File: src/rtl/simt_update_sched_if.sv
// Request channel from the SIMT update scheduler to the SIMT stack update port.
// The scheduler drives the master side; the stack (or a bench) uses the slave side.
interface simt_update_sched_if #(
  parameter int PC_W = 32
);
  logic            ReqValid_Sched_SIMT;
  logic            ReqReady_SIMT_Sched;
  logic [2:0]      ReqOp_Sched_SIMT;
  logic [2:0]      ReqWarpID_Sched_SIMT;
  logic [PC_W-1:0] ReqPCplus4_Sched_SIMT;
  logic [7:0]      ReqMask_Sched_SIMT;

  modport master (
    output ReqValid_Sched_SIMT,
    output ReqOp_Sched_SIMT,
    output ReqWarpID_Sched_SIMT,
    output ReqPCplus4_Sched_SIMT,
    output ReqMask_Sched_SIMT,
    input  ReqReady_SIMT_Sched
  );

  modport slave (
    input  ReqValid_Sched_SIMT,
    input  ReqOp_Sched_SIMT,
    input  ReqWarpID_Sched_SIMT,
    input  ReqPCplus4_Sched_SIMT,
    input  ReqMask_Sched_SIMT,
    output ReqReady_SIMT_Sched
  );
endinterface

File: src/rtl/simt_update_sched.sv
// Serialises dual-lane decode control-flow ops and ALU branch outcomes onto the SIMT stack update port.
// Optional performance counters are built when SCHED_PERF_CNT_EN is defined.
module simt_update_sched #(
  parameter int DEPTH = 8,
  parameter int PC_W  = 32
) (
  input  logic                 clk,
  input  logic                 rst,
  input  logic                 Valid_ID0_Sched,
  input  logic [2:0]           WarpID_ID0_Sched,
  input  logic [2:0]           Op_ID0_Sched,
  input  logic [PC_W-1:0]      PCplus4_ID0_Sched,
  input  logic                 Valid_ID1_Sched,
  input  logic [2:0]           WarpID_ID1_Sched,
  input  logic [2:0]           Op_ID1_Sched,
  input  logic [PC_W-1:0]      PCplus4_ID1_Sched,
  input  logic                 Br_ALU_Sched,
  input  logic [2:0]           WarpID_ALU_Sched,
  input  logic [7:0]           BrOutcome_ALU_Sched,
  simt_update_sched_if.master  req,
  output logic [7:0]           Stall_Sched_PC,
  output logic                 Overflow_Sched
`ifdef SCHED_PERF_CNT_EN
  ,
  output logic [15:0]          IssueCnt_Sched,
  output logic [15:0]          StallCnt_Sched
`endif
);

  localparam int PTR_W = $clog2(DEPTH);
  localparam int CNT_W = PTR_W + 1;
  localparam logic [2:0] OP_BEQ     = 3'd1;
  localparam logic [2:0] OP_BLT     = 3'd2;
  localparam logic [2:0] OP_OUTCOME = 3'd7;

  logic [2:0]       fifoOp_q   [DEPTH];
  logic [2:0]       fifoWarp_q [DEPTH];
  logic [PC_W-1:0]  fifoPc_q   [DEPTH];
  logic [PTR_W-1:0] rdPtr_q, rdPtr_d, wrPtr_q, wrPtr_d, slot1;
  logic [CNT_W-1:0] cnt_q, cnt_d, freeSlots, freeEff;

  logic [2:0] aluWarp_q [2];
  logic [7:0] aluMask_q [2];
  logic       aluRd_q, aluRd_d, aluWr_q, aluWr_d;
  logic [1:0] aluCnt_q, aluCnt_d;

  logic [7:0] pending_q, pending_d;
  logic       overflow_q, overflow_d;
  logic       lock_q, lock_d, lockAlu_q, lockAlu_d;

  logic       valid0, valid1, isBr0, isBr1, acc0, acc1;
  logic       aluPush, aluElig, selAlu, selFifo, reqValid, popAlu, popFifo;
  logic [2:0] aluHeadWarp;
  logic [7:0] brq;

  always_comb begin
    valid0 = Valid_ID0_Sched && (Op_ID0_Sched != 3'd0) && (Op_ID0_Sched != 3'd7);
    valid1 = Valid_ID1_Sched && (Op_ID1_Sched != 3'd0) && (Op_ID1_Sched != 3'd7);
    isBr0  = (Op_ID0_Sched == OP_BEQ) || (Op_ID0_Sched == OP_BLT);
    isBr1  = (Op_ID1_Sched == OP_BEQ) || (Op_ID1_Sched == OP_BLT);
  end

  // A warp whose branch is still queued must not see its outcome overtake it.
  always_comb begin
    logic [PTR_W-1:0] idx;
    idx = '0;
    brq = '0;
    for (int i = 0; i < DEPTH; i++) begin
      idx = rdPtr_q + PTR_W'(i);
      if ((CNT_W'(i) < cnt_q) &&
          ((fifoOp_q[idx] == OP_BEQ) || (fifoOp_q[idx] == OP_BLT)))
        brq[fifoWarp_q[idx]] = 1'b1;
    end
  end

  // The lock freezes the chosen source while a request waits, so the payload cannot switch under the stack.
  always_comb begin
    aluHeadWarp = aluWarp_q[aluRd_q];
    aluElig     = (aluCnt_q != 2'd0) && !brq[aluHeadWarp];
    selAlu      = lock_q ? lockAlu_q  : aluElig;
    selFifo     = lock_q ? !lockAlu_q : (!aluElig && (cnt_q != '0));
    reqValid    = selAlu || selFifo;
    popAlu      = reqValid && req.ReqReady_SIMT_Sched && selAlu;
    popFifo     = reqValid && req.ReqReady_SIMT_Sched && selFifo;
    lock_d      = reqValid && !req.ReqReady_SIMT_Sched;
    lockAlu_d   = selAlu;
  end

  always_comb begin
    freeSlots  = CNT_W'(DEPTH) - cnt_q;
    freeEff    = freeSlots + CNT_W'(popFifo);
    acc0       = valid0 && (freeEff != '0);
    acc1       = valid1 && (freeEff > CNT_W'(acc0));
    slot1      = wrPtr_q + PTR_W'(acc0);
    wrPtr_d    = wrPtr_q + PTR_W'(acc0) + PTR_W'(acc1);
    rdPtr_d    = rdPtr_q + PTR_W'(popFifo);
    cnt_d      = cnt_q + CNT_W'(acc0) + CNT_W'(acc1) - CNT_W'(popFifo);

    // A full outcome buffer drops the new outcome even if its head leaves this cycle.
    aluPush    = Br_ALU_Sched && (aluCnt_q != 2'd2);
    aluWr_d    = aluWr_q ^ aluPush;
    aluRd_d    = aluRd_q ^ popAlu;
    aluCnt_d   = aluCnt_q + 2'(aluPush) - 2'(popAlu);

    overflow_d = overflow_q
               || (valid0 && !acc0) || (valid1 && !acc1)
               || (Br_ALU_Sched && !aluPush);

    pending_d = pending_q;
    if (popAlu)
      pending_d[aluHeadWarp] = 1'b0;
    if (acc0 && isBr0)
      pending_d[WarpID_ID0_Sched] = 1'b1;
    if (acc1 && isBr1)
      pending_d[WarpID_ID1_Sched] = 1'b1;
  end

  always_ff @(posedge clk) begin
    if (rst) begin
      rdPtr_q    <= '0;
      wrPtr_q    <= '0;
      cnt_q      <= '0;
      aluRd_q    <= 1'b0;
      aluWr_q    <= 1'b0;
      aluCnt_q   <= 2'd0;
      pending_q  <= '0;
      overflow_q <= 1'b0;
      lock_q     <= 1'b0;
      lockAlu_q  <= 1'b0;
    end else begin
      rdPtr_q    <= rdPtr_d;
      wrPtr_q    <= wrPtr_d;
      cnt_q      <= cnt_d;
      aluRd_q    <= aluRd_d;
      aluWr_q    <= aluWr_d;
      aluCnt_q   <= aluCnt_d;
      pending_q  <= pending_d;
      overflow_q <= overflow_d;
      lock_q     <= lock_d;
      lockAlu_q  <= lockAlu_d;
    end
  end

  // Payload storage needs no reset; occupancy is tracked by the counts above.
  always_ff @(posedge clk) begin
    if (acc0) begin
      fifoOp_q[wrPtr_q]   <= Op_ID0_Sched;
      fifoWarp_q[wrPtr_q] <= WarpID_ID0_Sched;
      fifoPc_q[wrPtr_q]   <= PCplus4_ID0_Sched;
    end
    if (acc1) begin
      fifoOp_q[slot1]     <= Op_ID1_Sched;
      fifoWarp_q[slot1]   <= WarpID_ID1_Sched;
      fifoPc_q[slot1]     <= PCplus4_ID1_Sched;
    end
    if (aluPush) begin
      aluWarp_q[aluWr_q]  <= WarpID_ALU_Sched;
      aluMask_q[aluWr_q]  <= BrOutcome_ALU_Sched;
    end
  end

  always_comb begin
    req.ReqValid_Sched_SIMT   = reqValid;
    req.ReqOp_Sched_SIMT      = 3'd0;
    req.ReqWarpID_Sched_SIMT  = 3'd0;
    req.ReqPCplus4_Sched_SIMT = '0;
    req.ReqMask_Sched_SIMT    = 8'd0;
    if (selAlu) begin
      req.ReqOp_Sched_SIMT      = OP_OUTCOME;
      req.ReqWarpID_Sched_SIMT  = aluHeadWarp;
      req.ReqMask_Sched_SIMT    = aluMask_q[aluRd_q];
    end else if (selFifo) begin
      req.ReqOp_Sched_SIMT      = fifoOp_q[rdPtr_q];
      req.ReqWarpID_Sched_SIMT  = fifoWarp_q[rdPtr_q];
      req.ReqPCplus4_Sched_SIMT = fifoPc_q[rdPtr_q];
    end
  end

  assign Stall_Sched_PC = pending_q | {8{freeSlots < CNT_W'(2)}};
  assign Overflow_Sched = overflow_q;

`ifdef SCHED_PERF_CNT_EN
  logic [15:0] issueCnt_q, issueCnt_d, stallCnt_q, stallCnt_d;

  always_comb begin
    issueCnt_d = issueCnt_q;
    stallCnt_d = stallCnt_q;
    if ((popAlu || popFifo) && (issueCnt_q != 16'hFFFF))
      issueCnt_d = issueCnt_q + 16'd1;
    if (lock_d && (stallCnt_q != 16'hFFFF))
      stallCnt_d = stallCnt_q + 16'd1;
  end

  always_ff @(posedge clk) begin
    if (rst) begin
      issueCnt_q <= '0;
      stallCnt_q <= '0;
    end else begin
      issueCnt_q <= issueCnt_d;
      stallCnt_q <= stallCnt_d;
    end
  end

  assign IssueCnt_Sched = issueCnt_q;
  assign StallCnt_Sched = stallCnt_q;
`endif

endmodule

File: src/flat_wrapper.sv
// flat-port wrapper written by rule: the top's interface ports become plain ports
module simt_update_sched_flat 
#(
  parameter int DEPTH = 8,
  parameter int PC_W  = 32
)
  (clk, rst, Valid_ID0_Sched, WarpID_ID0_Sched, Op_ID0_Sched, PCplus4_ID0_Sched, Valid_ID1_Sched, WarpID_ID1_Sched, Op_ID1_Sched, PCplus4_ID1_Sched, Br_ALU_Sched, WarpID_ALU_Sched, BrOutcome_ALU_Sched, Stall_Sched_PC, Overflow_Sched, req_ReqValid_Sched_SIMT, req_ReqOp_Sched_SIMT, req_ReqWarpID_Sched_SIMT, req_ReqPCplus4_Sched_SIMT, req_ReqMask_Sched_SIMT, req_ReqReady_SIMT_Sched);
  simt_update_sched_if #(.PC_W(PC_W)) req_i ();
  input  logic clk;
  input  logic rst;
  input  logic Valid_ID0_Sched;
  input  logic [2:0] WarpID_ID0_Sched;
  input  logic [2:0] Op_ID0_Sched;
  input  logic [PC_W-1:0] PCplus4_ID0_Sched;
  input  logic Valid_ID1_Sched;
  input  logic [2:0] WarpID_ID1_Sched;
  input  logic [2:0] Op_ID1_Sched;
  input  logic [PC_W-1:0] PCplus4_ID1_Sched;
  input  logic Br_ALU_Sched;
  input  logic [2:0] WarpID_ALU_Sched;
  input  logic [7:0] BrOutcome_ALU_Sched;
  output logic [7:0] Stall_Sched_PC;
  output logic Overflow_Sched;
  output wire logic [$bits(req_i.ReqValid_Sched_SIMT)-1:0] req_ReqValid_Sched_SIMT;
  output wire logic [$bits(req_i.ReqOp_Sched_SIMT)-1:0] req_ReqOp_Sched_SIMT;
  output wire logic [$bits(req_i.ReqWarpID_Sched_SIMT)-1:0] req_ReqWarpID_Sched_SIMT;
  output wire logic [$bits(req_i.ReqPCplus4_Sched_SIMT)-1:0] req_ReqPCplus4_Sched_SIMT;
  output wire logic [$bits(req_i.ReqMask_Sched_SIMT)-1:0] req_ReqMask_Sched_SIMT;
  input wire logic [$bits(req_i.ReqReady_SIMT_Sched)-1:0] req_ReqReady_SIMT_Sched;
  assign req_ReqValid_Sched_SIMT = req_i.ReqValid_Sched_SIMT;
  assign req_ReqOp_Sched_SIMT = req_i.ReqOp_Sched_SIMT;
  assign req_ReqWarpID_Sched_SIMT = req_i.ReqWarpID_Sched_SIMT;
  assign req_ReqPCplus4_Sched_SIMT = req_i.ReqPCplus4_Sched_SIMT;
  assign req_ReqMask_Sched_SIMT = req_i.ReqMask_Sched_SIMT;
  assign req_i.ReqReady_SIMT_Sched = req_ReqReady_SIMT_Sched;
  simt_update_sched #(.DEPTH(DEPTH), .PC_W(PC_W)) u_core (.clk(clk), .rst(rst), .Valid_ID0_Sched(Valid_ID0_Sched), .WarpID_ID0_Sched(WarpID_ID0_Sched), .Op_ID0_Sched(Op_ID0_Sched), .PCplus4_ID0_Sched(PCplus4_ID0_Sched), .Valid_ID1_Sched(Valid_ID1_Sched), .WarpID_ID1_Sched(WarpID_ID1_Sched), .Op_ID1_Sched(Op_ID1_Sched), .PCplus4_ID1_Sched(PCplus4_ID1_Sched), .Br_ALU_Sched(Br_ALU_Sched), .WarpID_ALU_Sched(WarpID_ALU_Sched), .BrOutcome_ALU_Sched(BrOutcome_ALU_Sched), .req(req_i), .Stall_Sched_PC(Stall_Sched_PC), .Overflow_Sched(Overflow_Sched));
endmodule
File: config.mk
export PLATFORM = sky130hd
export DESIGN_NAME = simt_update_sched_flat
export DESIGN_NICKNAME = d
export VERILOG_FILES = /design/src/rtl/simt_update_sched_if.sv /design/src/rtl/simt_update_sched.sv /design/src/flat_wrapper.sv
export SDC_FILE = /design/constraint.sdc
export NUM_CORES = 1
export LEC_CHECK = 0
export CORE_UTILIZATION = 35
export DETAILED_ROUTE_END_ITERATION = 7
export HOLD_SLACK_MARGIN = 0.06
export PLACE_DENSITY_LB_ADDON = 0.15
export SLEW_MARGIN = 20
export SYNTH_ARGS = -nofsm -noshare
export SYNTH_HDL_FRONTEND = slang
export SYNTH_SLANG_ARGS = --single-unit
File: constraint.sdc
create_clock -name clk -period 7.83 [get_ports clk]
set_input_delay 2.349 -clock clk [delete_from_list [all_inputs] [get_ports clk]]
set_output_delay 2.349 -clock clk [all_outputs]
set_load 0.01 [all_outputs]
==> reports/qor.csv, run 1 <==
metric;value;unit
outcome;completed;
async_flop_share;0;%
place_congestion;0.839;
criticalPathCategory;flip-flop to output port;
crit_path_start_kind;flip-flop;
cpPeakStageDelay;0.58;ns
setup_slack;0.302;ns
drive_gt1_share;36.3;%
grtUsageTotal;20.1;%
power_switching;3.00;mW
synth_nets;1577;
dpl-instance-area;23300;sq um
final_cell_mix;345 x mux2_2, 326 x edfxtp_1, 148 x clkdlybuf4s50_1;
yosys.area.top_type;edfxtp_1;
drc;0;
num_vias;13300;
grt_max_degree;92;
final_common_cell;mux2_2;
p_sw_share;35.4;%
fp.dieW;244;um
avgSynthCellArea;14.1;sq um
vdd_drop_max;0.175;mV
fin_util;42.6;%
ys_types;79;
fmax;133;MHz
grt_first_pass_wirelength;89400;um
grt_overflow;0;
antenna_found_initial;5;
syn_area;20500;sq um
first_pass_iters;5;
pin_count;149;
rows;88;
start_util;35.5;%
ys_seq_area_share;50.2;%
preCtsSetupSlack;0.649;ns
yosysWarnings;0;
ant_nets;0;
dp.final_hpwl;39300;um
ys_dominant_reg_cell;edfxtp_1;
fin_crit;7.53;ns
grt_pass1_vias;13800;
area_delta_synth_final;20.1;%
wirelength;60300;um
timing.final.crit_share;96.1;%
drtIter0Drc;892;
clkTransAtPathRegs;0.06;ns
finalClockSkew;0.0145;ns
ys_seq_elements;351;
die_h;244;um
slew_violations;0;
fin_tns_setup;0;ns
setup_viol_count_final;0;
min_path_type;flip-flop to flip-flop;
worst-path-buf-inv;4;
post_cts_buffers;0;
p_per_area;344;nW/um^2
synth-edff-count;326;
synth_top_area_share;47.7;%
max_slew_margin;36.4;%
antenna_cells;0;
wl_per_cell;25.0;um
combinationalPowerShare;45.6;%
cts_max_level;2;
cts_root_buf;clkbuf_16;
rsz0062_at_grt;false;
crit_family;buffers and inverters;
power.internal;5.47;mW
syn_inst;1459;
synth_area_leaders;edfxtp_1 48%, mux2_2 19%, mux4_2 10%;
cts_sinks;351;
end_kind;output port;
cp_cell_sequence;inv_1 -> ha_1 -> buf_4 -> mux2_2 -> mux4_2 -> nor2b_1 -> o21ai_1 -> o221ai_2 -> a221o_1 -> o31ai_2 -> or2_1 -> a32oi_4 -> buf_12 -> mux2i_1 -> clkdlybuf4s50_1;
maxCapViolCount;0;
crit_slowest_cell;clkdlybuf4s50_1;
io_buffers;148;
clock_latency;0.56;ns
reg2reg_slack;0.47;ns
cp.required;5.48;ns
hold_viol;0;
fin_area;24600;sq um
viasPerCell;5.53;
tightest_slew;0.954;ns
core-area;57800;sq um
cts_hold_buf;0;
path_max_fanout;47;
seq_power_share;31.6;%
finalNetCount;1733;
post_cts_resized;0;
cts_inserted_buffers;43;
cts_tree;built;
die_area;59600;sq um
clock_path_buffers;3;
power.leakage;8.17;nW
holdWs;0.497;ns
clkPwrFrac;22.8;%
cp_data_arrival_time;5.18;ns
-- cell type report --
| cell class | count | area, sq um |
|---|---|---|
| Clock inverter | 24 | 218 |
| Multi-Input combinational cell | 976 | 9740 |
| Fill cell | 5339 | 33200 |
| Timing Repair Buffer | 211 | 2190 |
| Inverter | 32 | 120 |
| Clock buffer | 51 | 1110 |
| Sequential cell | 351 | 10300 |
| Tap cell | 765 | 957 |
-- power groups by stage --
stage	combinational, mW	clock [mW]	sequential [mW]
after global routing	4.15	2.04	2.71
after detailed placement	3.88	0	2.71
after CTS	3.91	1.97	2.68
after global placement	3.89	0	2.70
final	3.86	1.93	2.67
after floorplan	2.37	0	2.64
-- layer usage --
metal  part of all wire, %  GRT usage, %
met4                   2.7          6.01
met1                    43          26.1
met3                   4.1          3.33
met5                 0.096             0
met2                    50          34.5
-- state kept, by name (all words and copies together), names as in the netlist --
| register | count |
|---|---|
| u_core.wrPtr_q | 3 |
| u_core.aluCnt_q | 2 |
| u_core.lockAlu_q | 1 |
| u_core.fifoOp_q | 24 |
| u_core.fifoWarp_q | 24 |
| u_core.Overflow_Sched | 1 |
| u_core.rdPtr_q | 3 |
| u_core.aluRd_q | 1 |
| u_core.lock_q | 1 |
| u_core.aluMask_q | 16 |
| u_core.pending_q | 8 |
| u_core.aluWarp_q | 6 |
| u_core.aluWr_q | 1 |
| u_core.fifoPc_q | 256 |
| u_core.cnt_q | 4 |
-- tightest hold or removal path, stage by stage, from the launching register on --
cell and delay [ns]:
dfxtp_1 0.30, inv_1 0.07, a221oi_1 0.08
-- worst paths after layout --
path | from | to | depth (start not counted)
worst min register to register | u_core.pending_q[5] | u_core.pending_q[5] | 2
worst max register to register | u_core.rdPtr_q[1] | u_core.fifoPc_q[5][11] | 27
worst max-delay path | u_core.rdPtr_q[1] | req_ReqWarpID_Sched_SIMT[1] | 15
worst min-delay path | u_core.pending_q[5] | u_core.pending_q[5] | 2
-- stage by stage --
| stage | power [mW] | std cells |
|---|---|---|
| finish | 8.46 | 2410 |
| global route | 8.90 | 2410 |
| CTS | 8.55 | 2410 |
| detailed placement | 6.60 | 2335 |
| global placement | 6.59 | 2335 |
| floorplan | 5.02 | 1459 |
-- logic make-up (layout without fill, tap and decap cells) --
kind of cell	count (synthesis)	after routing	synth area share (%)
AO/OA/AOI/OAI	121	121	4.44
buffers and inverters	132	318	3.03
adder cells (fa/ha/maj)	25	25	1.60
XOR/XNOR	28	28	1.36
flip-flops	351	351	50.2
multiplexers	488	488	31.6
AND/OR/NAND/NOR	314	314	7.86
-- cells in the mapped netlist (all sizes together), types with 16 or more instances --
| cell type | number |
|---|---|
| clkbuf | 58 |
| mux4 | 92 |
| nand3 | 16 |
| xor2 | 16 |
| and3 | 41 |
| nor3 | 30 |
| nand2 | 69 |
| mux2i | 49 |
| dfxtp | 25 |
| nand2b | 20 |
| inv | 32 |
| nor2b | 19 |
| ha | 23 |
| mux2 | 347 |
| o21ai | 18 |
| nor2 | 65 |
| edfxtp | 326 |
| buf | 42 |
(Power assumes the default switching activity.)
==> run 2: changes to the inputs <==
- SLEW_MARGIN: 20 -> default
==> results of run 2 <==
The final DEF is identical to that of run 1; final timing and power are the same.
==> run 3: changes to the inputs <==
- CORE_UTILIZATION: 35 -> 40
- SKIP_CTS_REPAIR_TIMING: default -> 1
==> run 3 against run 2 <==
Effect of this change:
- sequential cell count unchanged
- largest power group unchanged
- clock-buffer cell count is 3 lower
- critical endpoint unchanged
- global-route usage rose by 2.8 points
- register-to-register slack better by 0.23 ns
- highest routed layer unchanged
==> reports/qor.csv, run 3 (same netlist as run 1, synthesis figures left out) <==
metric;value;unit
cp_cell_sequence;buf_12 -> ha_1 -> xnor2_2 -> nor4_1 -> o21ai_1 -> o221ai_2 -> a221o_1 -> o31ai_2 -> or2_1 -> a32oi_4 -> buf_12 -> mux2i_1 -> clkdlybuf4s50_1;
holdWs;0.497;ns
end_kind;output port;
reg2reg_slack;0.70;ns
grt_max_degree;92;
wirelength;59800;um
startpoint;u_core.rdPtr_q[1];
path_depth;13;
hold_viol;0;
final_cell_mix;345 x mux2_2, 326 x edfxtp_1, 148 x clkdlybuf4s50_1;
pin_count;149;
multi_input_area;9740;sq um
worstReg2RegStart;u_core.rdPtr_q[1];
max_slew_margin;30.5;%
crit_path_start_kind;flip-flop;
ant_nets;0;
grt_first_pass_wirelength;90500;um
final_common_cell;mux2_2;
fp.dieW;228;um
clock_latency;0.57;ns
grtUsageTotal;23.0;%
fmax;134;MHz
cts_inserted_buffers;39;
maxCapViolCount;0;
fin_crit;7.48;ns
grt_pass1_vias;14100;
worst-path-buf-inv;3;
die_h;228;um
top_regs;u_core.fifoPc_q x256, u_core.fifoOp_q x24, u_core.fifoWarp_q x24;
io_buffers;148;
viasPerCell;5.83;
start_util;40.7;%
cts_sinks;351;
clkTransAtPathRegs;0.06;ns
rsz0062_at_grt;false;
path_common_cell;buf_12;
cpPeakStageDelay;0.61;ns
largest_register_ffs;256;
rows;82;
cp.required;5.48;ns
cp_data_arrival_time;5.13;ns
timing.final.crit_share;95.6;%
cts_tree;built;
min_path_type;flip-flop to flip-flop;
drc;0;
place_congestion;0.942;
fillers;4412;
ff_latch_area;10300;sq um
crit_end;req_ReqWarpID_Sched_SIMT[1];
antenna_found_initial;4;
drive_gt1_share;36.0;%
grt_overflow;0;
crit_slowest_cell;clkdlybuf4s50_1;
clock_path_buffers;3;
area_delta_synth_final;18.9;%
seq_power_share;31.8;%
finalNetCount;1721;
slew_violations;0;
rr_worst_depth;26;
finalClockSkew;0.0216;ns
power.leakage;8.11;nW
clkPwrFrac;23.4;%
tightest_slew;1.04;ns
combinationalPowerShare;44.9;%
power.internal;5.47;mW
r2r-end;u_core.fifoPc_q[6][27];
num_vias;13400;
path_max_fanout;91;
wl_per_cell;25.9;um
power_switching;2.97;mW
crit_family;buffers and inverters;
first_pass_iters;5;
p_per_area;346;nW/um^2
top_register;u_core.fifoPc_q;
die_area;52200;sq um
p_sw_share;35.2;%
antenna_cells;0;
vdd_drop_max;0.205;mV
criticalPathCategory;flip-flop to output port;
core-area;50400;sq um
outcome;completed;
fin_tns_setup;0;ns
dp.final_hpwl;38400;um
cts_root_buf;clkbuf_16;
setup_viol_count_final;0;
cts_max_level;2;
drtIter0Drc;835;
run 3: changes by cell type in the layout (fill, tap and decap cells not counted), sizes merged:
cell / previous run / this run
buf: 63 / 55
clkinv: 18 / 13
clkbuf: 51 / 48
bufinv: 4 / 7
clkinvlp: 0 / 2
run 3: layout make-up:
cell class | count | area share (%)
clock buffer | 48 | 4.32
inverter | 32 | 0.493
sequential | 351 | 42.2
clock inverter | 24 | 1.28
tap | 672 | 3.45
multi-input combinational | 976 | 39.9
timing repair buffer | 203 | 8.28
run 3: layer usage:
layer  vias to the layer above  part of all wire (%)  global-route usage, %
li1                       6046                     -                      -
met1                      6936                    43                   29.6
met5                         -                 0.090                      0
met4                         8                   2.8                   7.24
met3                        94                   4.2                   3.24
met2                       353                    50                   39.8
run 3: worst min-delay path by stage:
stage | from | to | slack [ns] | cells after the start
after CTS | u_core.pending_q[3] | u_core.pending_q[3] | 0.50 | 2
final | u_core.pending_q[3] | u_core.pending_q[3] | 0.50 | 2
after detailed placement | u_core.pending_q[7] | u_core.pending_q[7] | 0.49 | 2
after floorplan | u_core.pending_q[5] | u_core.pending_q[5] | 0.45 | 2
after global routing | u_core.pending_q[6] | u_core.pending_q[6] | 0.53 | 2
after global placement | u_core.pending_q[0] | u_core.pending_q[0] | 0.49 | 2
run 3: worst reg2reg max path, stage by stage, from the launching register on:
cell and delay (ns):
dfxtp_4 0.35, inv_1 0.06, ha_1 0.27, buf_4 0.42
mux2_2 0.42, mux4_2 0.48, nor2b_1 0.15, o21ai_1 0.18
o22ai_1 0.11, a311oi_1 0.32, nand4_1 0.17, o211ai_2 0.25
a32oi_4 0.16, and3_1 0.28, ha_1 0.23, ha_1 0.19
nor3_1 0.17, a31oi_1 0.09, nor3_1 0.24, or2_2 0.20
inv_1 0.08, ha_1 0.19, ha_1 0.43, nand2_1 0.24
nor3_2 0.31, o21bai_4 0.44, buf_4 0.39
run 3: power groups by stage:
stage,combinational [mW],clock [mW],sequential [mW]
finish,3.79,1.97,2.68
CTS,3.82,2.01,2.68
detailed placement,3.80,0,2.72
global placement,3.78,0,2.71
floorplan,2.37,0,2.64
global route,4.06,2.08,2.71
run 3: stage by stage:
step	instances	power [mW]	util, %	cell area [sq um]	setup WS (ns)
2_1_floorplan	1459	5.02	-	20500	0.0273
3_3_place_gp	2234	6.49	45.7	23000	0.743
3_5_place_dp	2234	6.52	45.7	23000	0.732
4_1_cts	2306	8.51	48.4	24400	0.321
5_1_grt	2306	8.85	48.4	24400	0.0698
6_report	2306	8.44	48.4	24400	0.346
